`config.mk`:
```
export PLATFORM = sky130hd
export DESIGN_NAME = sun2_mem_arbiter
export DESIGN_NICKNAME = d
export VERILOG_FILES = /design/src/rtl/sun2_mem_arbiter_pkg.sv /design/src/rtl/sun2_mem_arbiter_rfsh.sv /design/src/rtl/sun2_mem_arbiter.sv
export SDC_FILE = /design/constraint.sdc
export NUM_CORES = 1
export LEC_CHECK = 0
export CAP_MARGIN = 10
export CORE_MARGIN = 8
export CORE_UTILIZATION = 45
export DETAILED_ROUTE_END_ITERATION = 16
export GPL_TIMING_DRIVEN = 0
export PLACE_DENSITY = 0.94
export SLEW_MARGIN = 40
export SYNTH_ARGS = -nofsm -noshare
export SYNTH_HDL_FRONTEND = slang
export SYNTH_HIERARCHICAL = 1
export SYNTH_SLANG_ARGS = --single-unit
```
`constraint.sdc`:
```
create_clock -name clk40 -period 4.06 [get_ports clk40]
set_clock_uncertainty 0.05 [all_clocks]
set_input_delay 1.218 -clock clk40 [delete_from_list [all_inputs] [get_ports clk40]]
set_output_delay 1.218 -clock clk40 [all_outputs]
set_load 0.03 [all_outputs]
```
`src/rtl/sun2_mem_arbiter_pkg.sv`:
```
// Shared definitions for the Sun-2 main-memory arbiter:
// FSM states, requester indices and one-hot grant masks.
package sun2_mem_arbiter_pkg;

  typedef enum logic [1:0] {
    S_IDLE   = 2'd0,
    S_ACCESS = 2'd1,
    S_WAIT   = 2'd2,
    S_DONE   = 2'd3
  } state_e;

  localparam int VID = 0;
  localparam int CPU = 1;
  localparam int DMA = 2;

  localparam logic [2:0] GNT_NONE = 3'b000;
  localparam logic [2:0] GNT_VID  = 3'b001 << VID;
  localparam logic [2:0] GNT_CPU  = 3'b001 << CPU;
  localparam logic [2:0] GNT_DMA  = 3'b001 << DMA;

endpackage

```
`src/rtl/sun2_mem_arbiter_rfsh.sv`:
```
// DRAM refresh interval timer with pending flag and
// sticky overrun indicator.
module sun2_mem_arbiter_rfsh #(
  parameter int RFSH_INT = 624
) (
  input  logic clk40,
  input  logic reset_n,
  input  logic clr_i,
  output logic pend_o,
  output logic ovr_o
);

  localparam int CW = (RFSH_INT > 1) ? $clog2(RFSH_INT) : 1;
  localparam logic [CW-1:0] LAST = CW'(RFSH_INT - 1);

  logic [CW-1:0] cnt_q, cnt_d;
  logic          pend_q, pend_d;
  logic          ovr_q, ovr_d;
  logic          tick;

  // A tick always wins over a same-cycle clear so no refresh is lost.
  always_comb begin
    tick   = (cnt_q == LAST);
    cnt_d  = tick ? '0 : cnt_q + CW'(1);
    pend_d = tick | (pend_q & ~clr_i);
    ovr_d  = ovr_q | (tick & pend_q);
  end

  // Timer state registers.
  always_ff @(posedge clk40 or negedge reset_n) begin
    if (!reset_n) begin
      cnt_q  <= '0;
      pend_q <= 1'b0;
      ovr_q  <= 1'b0;
    end else begin
      cnt_q  <= cnt_d;
      pend_q <= pend_d;
      ovr_q  <= ovr_d;
    end
  end

  assign pend_o = pend_q;
  assign ovr_o  = ovr_q;

endmodule

```
`src/rtl/sun2_mem_arbiter.sv`:
```
// Sun-2 main-memory arbiter: video, CPU and DMA share one
// DRAM port, with periodic refresh cycles injected.
module sun2_mem_arbiter
  import sun2_mem_arbiter_pkg::*;
#(
  parameter int AW       = 23,
  parameter int DW       = 16,
  parameter int MEM_WAIT = 2,
  parameter int RFSH_INT = 624
) (
  input  logic          clk40,
  input  logic          reset_n,
  input  logic          vid_req,
  input  logic [AW-1:0] vid_addr,
  output logic          vid_ack,
  input  logic          cpu_req,
  input  logic [AW-1:0] cpu_addr,
  input  logic          cpu_we,
  input  logic [1:0]    cpu_be,
  input  logic [DW-1:0] cpu_wdata,
  output logic          cpu_ack,
  input  logic          dma_req,
  input  logic [AW-1:0] dma_addr,
  input  logic          dma_we,
  input  logic [1:0]    dma_be,
  input  logic [DW-1:0] dma_wdata,
  output logic          dma_ack,
  output logic [DW-1:0] rdata,
  output logic [2:0]    gnt,
  output logic          mem_cs,
  output logic          mem_rfsh,
  output logic          mem_we,
  output logic [1:0]    mem_be,
  output logic [AW-1:0] mem_addr,
  output logic [DW-1:0] mem_wdata,
  input  logic [DW-1:0] mem_rdata,
  output logic          rfsh_ovr
);

  localparam logic [3:0] WLAST = 4'(MEM_WAIT - 1);

  state_e        state_q, state_d;
  logic [3:0]    wcnt_q, wcnt_d;
  logic [2:0]    gnt_q, gnt_d;
  logic [2:0]    ack_q, ack_d;
  logic          rr_q, rr_d;
  logic          cs_q, cs_d;
  logic          rf_q, rf_d;
  logic          we_q, we_d;
  logic [1:0]    be_q, be_d;
  logic [AW-1:0] addr_q, addr_d;
  logic [DW-1:0] wd_q, wd_d;
  logic [DW-1:0] rdata_q, rdata_d;
  logic          rfsh_pend;
  logic          rfsh_clr;

  sun2_mem_arbiter_rfsh #(
    .RFSH_INT(RFSH_INT)
  ) u_rfsh (
    .clk40  (clk40),
    .reset_n(reset_n),
    .clr_i  (rfsh_clr),
    .pend_o (rfsh_pend),
    .ovr_o  (rfsh_ovr)
  );

  // Arbitration in IDLE, then a fixed ACCESS/WAIT/DONE sequence.
  always_comb begin
    state_d  = state_q;
    wcnt_d   = wcnt_q;
    gnt_d    = gnt_q;
    ack_d    = ack_q;
    rr_d     = rr_q;
    cs_d     = cs_q;
    rf_d     = rf_q;
    we_d     = we_q;
    be_d     = be_q;
    addr_d   = addr_q;
    wd_d     = wd_q;
    rdata_d  = rdata_q;
    rfsh_clr = 1'b0;
    unique case (state_q)
      S_IDLE: begin
        if (vid_req) begin
          state_d = S_ACCESS;
          gnt_d   = GNT_VID;
          cs_d    = 1'b1;
          we_d    = 1'b0;
          be_d    = 2'b11;
          addr_d  = vid_addr;
        end else if (rfsh_pend) begin
          state_d = S_ACCESS;
          cs_d    = 1'b1;
          rf_d    = 1'b1;
          we_d    = 1'b0;
          be_d    = 2'b00;
        end else if (cpu_req && (!dma_req || !rr_q)) begin
          state_d = S_ACCESS;
          gnt_d   = GNT_CPU;
          cs_d    = 1'b1;
          we_d    = cpu_we;
          be_d    = cpu_be;
          addr_d  = cpu_addr;
          wd_d    = cpu_wdata;
          rr_d    = 1'b1;
        end else if (dma_req) begin
          state_d = S_ACCESS;
          gnt_d   = GNT_DMA;
          cs_d    = 1'b1;
          we_d    = dma_we;
          be_d    = dma_be;
          addr_d  = dma_addr;
          wd_d    = dma_wdata;
          rr_d    = 1'b0;
        end
      end
      S_ACCESS: begin
        wcnt_d  = WLAST;
        state_d = S_WAIT;
      end
      S_WAIT: begin
        if (wcnt_q == 4'd0) begin
          state_d = S_DONE;
          cs_d    = 1'b0;
          rf_d    = 1'b0;
          ack_d   = gnt_q;
          if (!rf_q && !we_q) rdata_d = mem_rdata;
        end else begin
          wcnt_d = wcnt_q - 4'd1;
        end
      end
      S_DONE: begin
        state_d  = S_IDLE;
        ack_d    = GNT_NONE;
        gnt_d    = GNT_NONE;
        rfsh_clr = (gnt_q == GNT_NONE);
      end
      default: state_d = S_IDLE;
    endcase
  end

  // FSM and memory-port registers.
  always_ff @(posedge clk40 or negedge reset_n) begin
    if (!reset_n) begin
      state_q <= S_IDLE;
      wcnt_q  <= '0;
      gnt_q   <= GNT_NONE;
      ack_q   <= GNT_NONE;
      rr_q    <= 1'b0;
      cs_q    <= 1'b0;
      rf_q    <= 1'b0;
      we_q    <= 1'b0;
      be_q    <= '0;
      addr_q  <= '0;
      wd_q    <= '0;
      rdata_q <= '0;
    end else begin
      state_q <= state_d;
      wcnt_q  <= wcnt_d;
      gnt_q   <= gnt_d;
      ack_q   <= ack_d;
      rr_q    <= rr_d;
      cs_q    <= cs_d;
      rf_q    <= rf_d;
      we_q    <= we_d;
      be_q    <= be_d;
      addr_q  <= addr_d;
      wd_q    <= wd_d;
      rdata_q <= rdata_d;
    end
  end

  assign vid_ack   = ack_q[VID];
  assign cpu_ack   = ack_q[CPU];
  assign dma_ack   = ack_q[DMA];
  assign gnt       = gnt_q;
  assign rdata     = rdata_q;
  assign mem_cs    = cs_q;
  assign mem_rfsh  = rf_q;
  assign mem_we    = we_q;
  assign mem_be    = be_q;
  assign mem_addr  = addr_q;
  assign mem_wdata = wd_q;

endmodule

```
# Word-level counts from Yosys, hierarchy flattened
# Cells that the tools add are included.
totals:
  input_bits: 128
  out_inout_bits: 67
  regBits: 85
  elab_cells: 105
op_classes:
  add_sub_neg: 2
  n_mux: 42
  n_reduce_logical: 27
  bitwise: 7
  n_eq_ne: 12
ops:
  columns: ["operator", "count"]
  rows:
  - ["$mux W23", 4]
  - ["$mux W16", 2]
  - ["$mux W2", 9]
  - ["$mux W3", 5]
  - ["$mux W1", 14]
  - ["$pmux W3 S2", 2]
  - ["$reduce_and A3 Y1", 4]
  - ["$add A10 B1 Y10 const B", 1]
  - ["$eq A10 B10 Y1 const B", 1]
  - ["$mux W10", 1]
  - ["$reduce_bool A2 Y1", 5]
  - ["$ne A2 B2 Y1 const B", 4]
  - ["$pmux W2 S4", 1]
  - ["$pmux W4 S2", 1]
  - ["$reduce_and A2 Y1", 4]
  - ["$reduce_and A4 Y1", 2]
  - ["$ne A5 B4 Y1 const B", 1]
  - ["$eq A2 B2 Y1 const B", 2]
  - ["$logic_not A1 Y1", 4]
  - ["$logic_not A4 Y1", 1]
  - ["$mux W4", 1]
  - ["$ne A4 B4 Y1 const B", 1]
  - ["$pmux W1 S2", 2]
  - ["$reduce_bool A4 Y1", 1]
  - ["other kinds (12)", 17]

# Depth between registers and ports, before layout
logic_depth:
  word_depth: 7
  depth_mapped: 8
  mapped_depth_nobuf: 5

# Cells and area by module
# The synthesis kept the hierarchy.
modules_own_cells:
  columns: ["module", "area_each_um2", "n_inst", "cells_per_inst", "seq_area_each_um2"]
  rows:
  - ["sun2_mem_arbiter", 3772.4, 1, 357, 1826.8]
  - ["sun2_mem_arbiter_rfsh", 531.8, 1, 48, 300.3]

# Worst setup path before layout
# Ideal clock, no wire load.
synth_timing:
  path_type: "input to register"
  startpoint: "input port vid_req"
  endpoint: "register wd_q[10] (netlist: mem_wdata[10])"
  path_slack_ns: 1.687
  t_arrival_ns: 2.193
  t_required_ns: 3.880
  cell_stages: 6
  setup_ns: 0.130
  n_path_buf: 3
  cell_sequence: "buf_2 nand2b_1 nor2_1 buf_2 buf_2 a31oi_1"
synth_via:
  elab_chain_len: 2
synth_lines:
  columns: ["item", "line_no", "text"]
  rows:
  - ["start, declared", "sun2_mem_arbiter.sv:13", "input logic vid_req,"]
  - ["$not A1 Y1 (no source line)", null, null]
  - ["$reduce_and A4 Y1 (no source line)", null, null]
  - ["end signal, assigned", "sun2_mem_arbiter.sv:168", "wd_q <= wd_d;"]
  - ["end, declared", "sun2_mem_arbiter.sv:52", "logic [DW-1:0] wd_q, wd_d;"]
# No other way between the ends.
# A chain may end at the register's enable or synchronous reset.

# Final worst setup path
layout_timing:
  startpoint: "register gnt_q[1] (netlist: gnt[1])"
  endpoint: "output port gnt[1]"
layout_rtl:
  columns: ["item", "line_no", "text"]
  rows:
  - ["start, declared", "sun2_mem_arbiter.sv:44", "logic [2:0] gnt_q, gnt_d;"]
  - ["start signal, assigned", "sun2_mem_arbiter.sv:160", "gnt_q <= gnt_d;"]
  - ["end, declared", "sun2_mem_arbiter.sv:29", "output logic [2:0] gnt,"]
# No word-level cell between the ends.

==> results.ini <==
[power_and_ir_drop]
ir_drop_mv = 0.369
p_int_mw = 2.68
swShare_pct = 43.7
p_per_area_mw_per_mm2 = 715
power_leakage_nw = 2.80
pwr-share-seq_pct = 31.0
pwr-share-comb_pct = 54.9
clockPowerShare_pct = 14.1
switching_power_mw = 2.07

[yosys]
ys.flop_type = dfrtp_1
syn_nets = 540
ys_types = 50
postSynthAreaPerCell_um2 = 10.6
ys_ff_latch = 85
async_reset_ff_share_pct = 100
synth-seq-area-share_pct = 49.4
synthTopCellsByArea = dfrtp_1 (49%), mux2i_1 (7.2%), a211oi_1 (4.0%)
synth_cells = 405
yosys.area.top_type = dfrtp_1
synth_top_area_share_pct = 49.4
synth_edf_count = 0
yosys_warnings = 6
syn_area_mm2 = 0.00430

[setup_path]
crit_path_cell_trace = clkdlybuf4s50_1
cp_data_required_time_ns = 2.79
max_stage_delay_ns = 0.72
cp-start-kind = flip-flop
critPathBufInv = 1
crit_type = reg2out
arrival_ns = 1.52
reg2regPathDepth = 8
regToRegEndpoint = mem_wdata[13]
r2r_slack_ns = 1.83
crit_family = buffers and inverters
end_kind = primary output
crit_start = gnt[1]
cp.depth = 1
slowest_stage = clkdlybuf4s50_1
path_max_fanout = 5
rr_startpoint = state_q[0]

[grt]
antenna_found_initial = 0
grt_pass1_vias = 4586
met3_usage_pct = 7.50
top_usage_layer = met2
grt-ovfl-total = 0
use_met2_pct = 39.0
grt_max_degree = 49
grt_pass1_wl_mm = 22.9
met1_usage_pct = 23.7
grt_usage_pct = 22.2

[detailed_routing]
drt-total-wl_mm = 14.5
num_vias = 4170
avgViaCountPerCell = 5.60
postRouteAntennaNets = 0
routedWlPerCell_um = 19.5
drt-initial-drc-count = 198
dr.pass1.iters = 4
drc = 0

[floorplan]
ios = 195
rows = 35
die_w_um = 114
chipHeight_um = 114
start_util_pct = 46.4
fp.coreArea_mm2 = 0.00928
dieArea_mm2 = 0.0130

[timing]
min_period_ns = 2.79
rsz0062_at_grt = no
slew_viol_final = 0
fmax_mhz = 359
setup_viol = 0
period_share_pct = 68.7
hold_viol = 0
slew_headroom_pct = 62.9
worst_pin_slew_ns = 0.556
setup_ws_ns = 1.27

[placement]
pre_cts_slack_ns = 0.923
placed_cells_incl_taps = 728
post-dp-hpwl_mm = 11.2
routabilityCongestion = 0.792
placed_area_mm2 = 0.00643
io_buffers = 193

[finish]
fin_cells = 744
regArea_mm2 = 0.00213
nNetsFinal = 745
final_area_mm2 = 0.00665
filler_cell_count = 671
final_layout_size_suffix_gt1_share_pct = 9.43
area_growth_pct = 54.4
final_util_pct = 71.6
multi_input_area_mm2 = 0.00198
diodes = 0

[clock_network]
cts_made_buffers = 9
cts_resized = 0
cts_tree = done
cts_max_path_buffers = 2
cts_hold_buffers = 0
clkTransAtPathRegs_ns = 0.11
clock_latency_ns = 0.36
cts_sinks = 85
htree_levels = 3
post_cts_buffers = 0
cts_root_buf = clkbuf_8

[worst_hold_path]
hold_class = reg2reg
holdPathEnd = u_rfsh/ovr_o
hold_depth = 1
worstHoldStart = u_rfsh/ovr_o

[job]
drv_cap = 0

[run_status]
outcome = finished clean

[power by group through the flow]
stage	Sequential, mW	Combinational [mW]	Clock (mW)
final	1.47	2.61	0.672
after global routing	1.51	2.77	0.710
after CTS	1.46	2.62	0.676
after detailed placement	1.48	2.61	0
after global placement	1.45	2.53	0
after floorplan	2.08	0.894	0
[metal layers]
metal	share of wire, %	up-vias
met3	7.4	34
met4	3.1	0
met2	51	178
li1	-	1921
met5	0	-
met1	38	2037
[kinds of logic (layout without fill, tap and decap cells)]
group | after synthesis | in the layout | share of synthesized area, %
AOI/OAI and AO/OA | 118 | 118 | 18.0
xor gates and xnor gates | 5 | 5 | 1.02
adders and majority gates | 7 | 7 | 2.03
buffers and inverters | 41 | 251 | 4.65
DFF | 85 | 85 | 49.4
muxes | 48 | 48 | 12.5
and+or+nand+nor | 101 | 101 | 12.3
[cell usage after synthesis (2+ instances only)]
library cell / number
inv_1: 9
a21oi_1: 19
nand3_1: 7
o31ai_1: 2
buf_6: 3
buf_2: 10
o2bb2ai_1: 2
nand2_1: 40
mux2i_1: 31
nor3b_1: 6
a211oi_1: 23
mux2_2: 7
xor2_1: 4
ha_1: 7
o41ai_1: 2
o21ai_0: 11
nor3_1: 25
o32a_1: 2
buf_4: 3
o22ai_1: 25
a31oi_1: 20
or3_1: 2
a21o_1: 2
nor2_1: 5
mux2_4: 10
nor2b_1: 4
a22o_1: 2
clkbuf_1: 15
nand2b_1: 2
dfrtp_1: 85
[area by class of cell]
type | count | area share (%)
clock inverters | 7 | 1.47
inverters | 9 | 0.508
well taps | 129 | 2.43
plain buffers | 32 | 2.50
flip-flops and latches | 85 | 32.0
repair buffers | 194 | 29.5
clock buffers | 9 | 1.86
multi-input cells | 279 | 29.7
[worst max path at each step]
stage	end	slack (ns)
6_report	gnt[1]	1.27
5_1_grt	mem_addr[15]	1.15
4_1_cts	gnt[1]	1.26
3_5_place_dp	mem_wdata[13]	0.92
3_3_place_gp	mem_addr[3]	-1.28
2_1_floorplan	mem_wdata[10]	1.69
[state kept, by name, indices dropped and copies added (netlist names)]
register and count:
mem_cs 1, wcnt_q 4, rdata 16, u_rfsh/cnt_q 10
mem_rfsh 1, mem_wdata 16, rr_q 1, mem_we 1
ack_q 3, state_q 2, u_rfsh/ovr_o 1, u_rfsh/pend_o 1
mem_be 2, mem_addr 23, gnt 3
[cells in the final DEF, fill, tap and decap left out, types with 3 or more instances in the layout]
master,n
clkdlybuf4s50_1,192
dfrtp_1,85
nand2_1,40
mux2i_1,31
o22ai_1,25
nor3_1,25
a211oi_1,23
a31oi_1,20
a21oi_1,19
clkbuf_1,15
o21ai_0,11
buf_2,10
mux2_4,10
inv_1,9
clkbuf_8,9
nand3_1,7
mux2_2,7
ha_1,7
nor3b_1,6
nor2_1,5
nor2b_1,4
buf_6,4
xor2_1,4
buf_4,3
inv_8,3
[through the flow]
stage / hold slack [ns] / TNS [ns] / total power, mW
floorplan: 0.405 / 0 / 2.97
global route: 0.433 / 0 / 4.99
CTS: 0.421 / 0 / 4.76
finish: 0.413 / 0 / 4.75
global placement: 0.408 / -108.20 / 3.98
detailed placement: 0.397 / 0 / 4.09
Power figures use the tool's default switching activity.
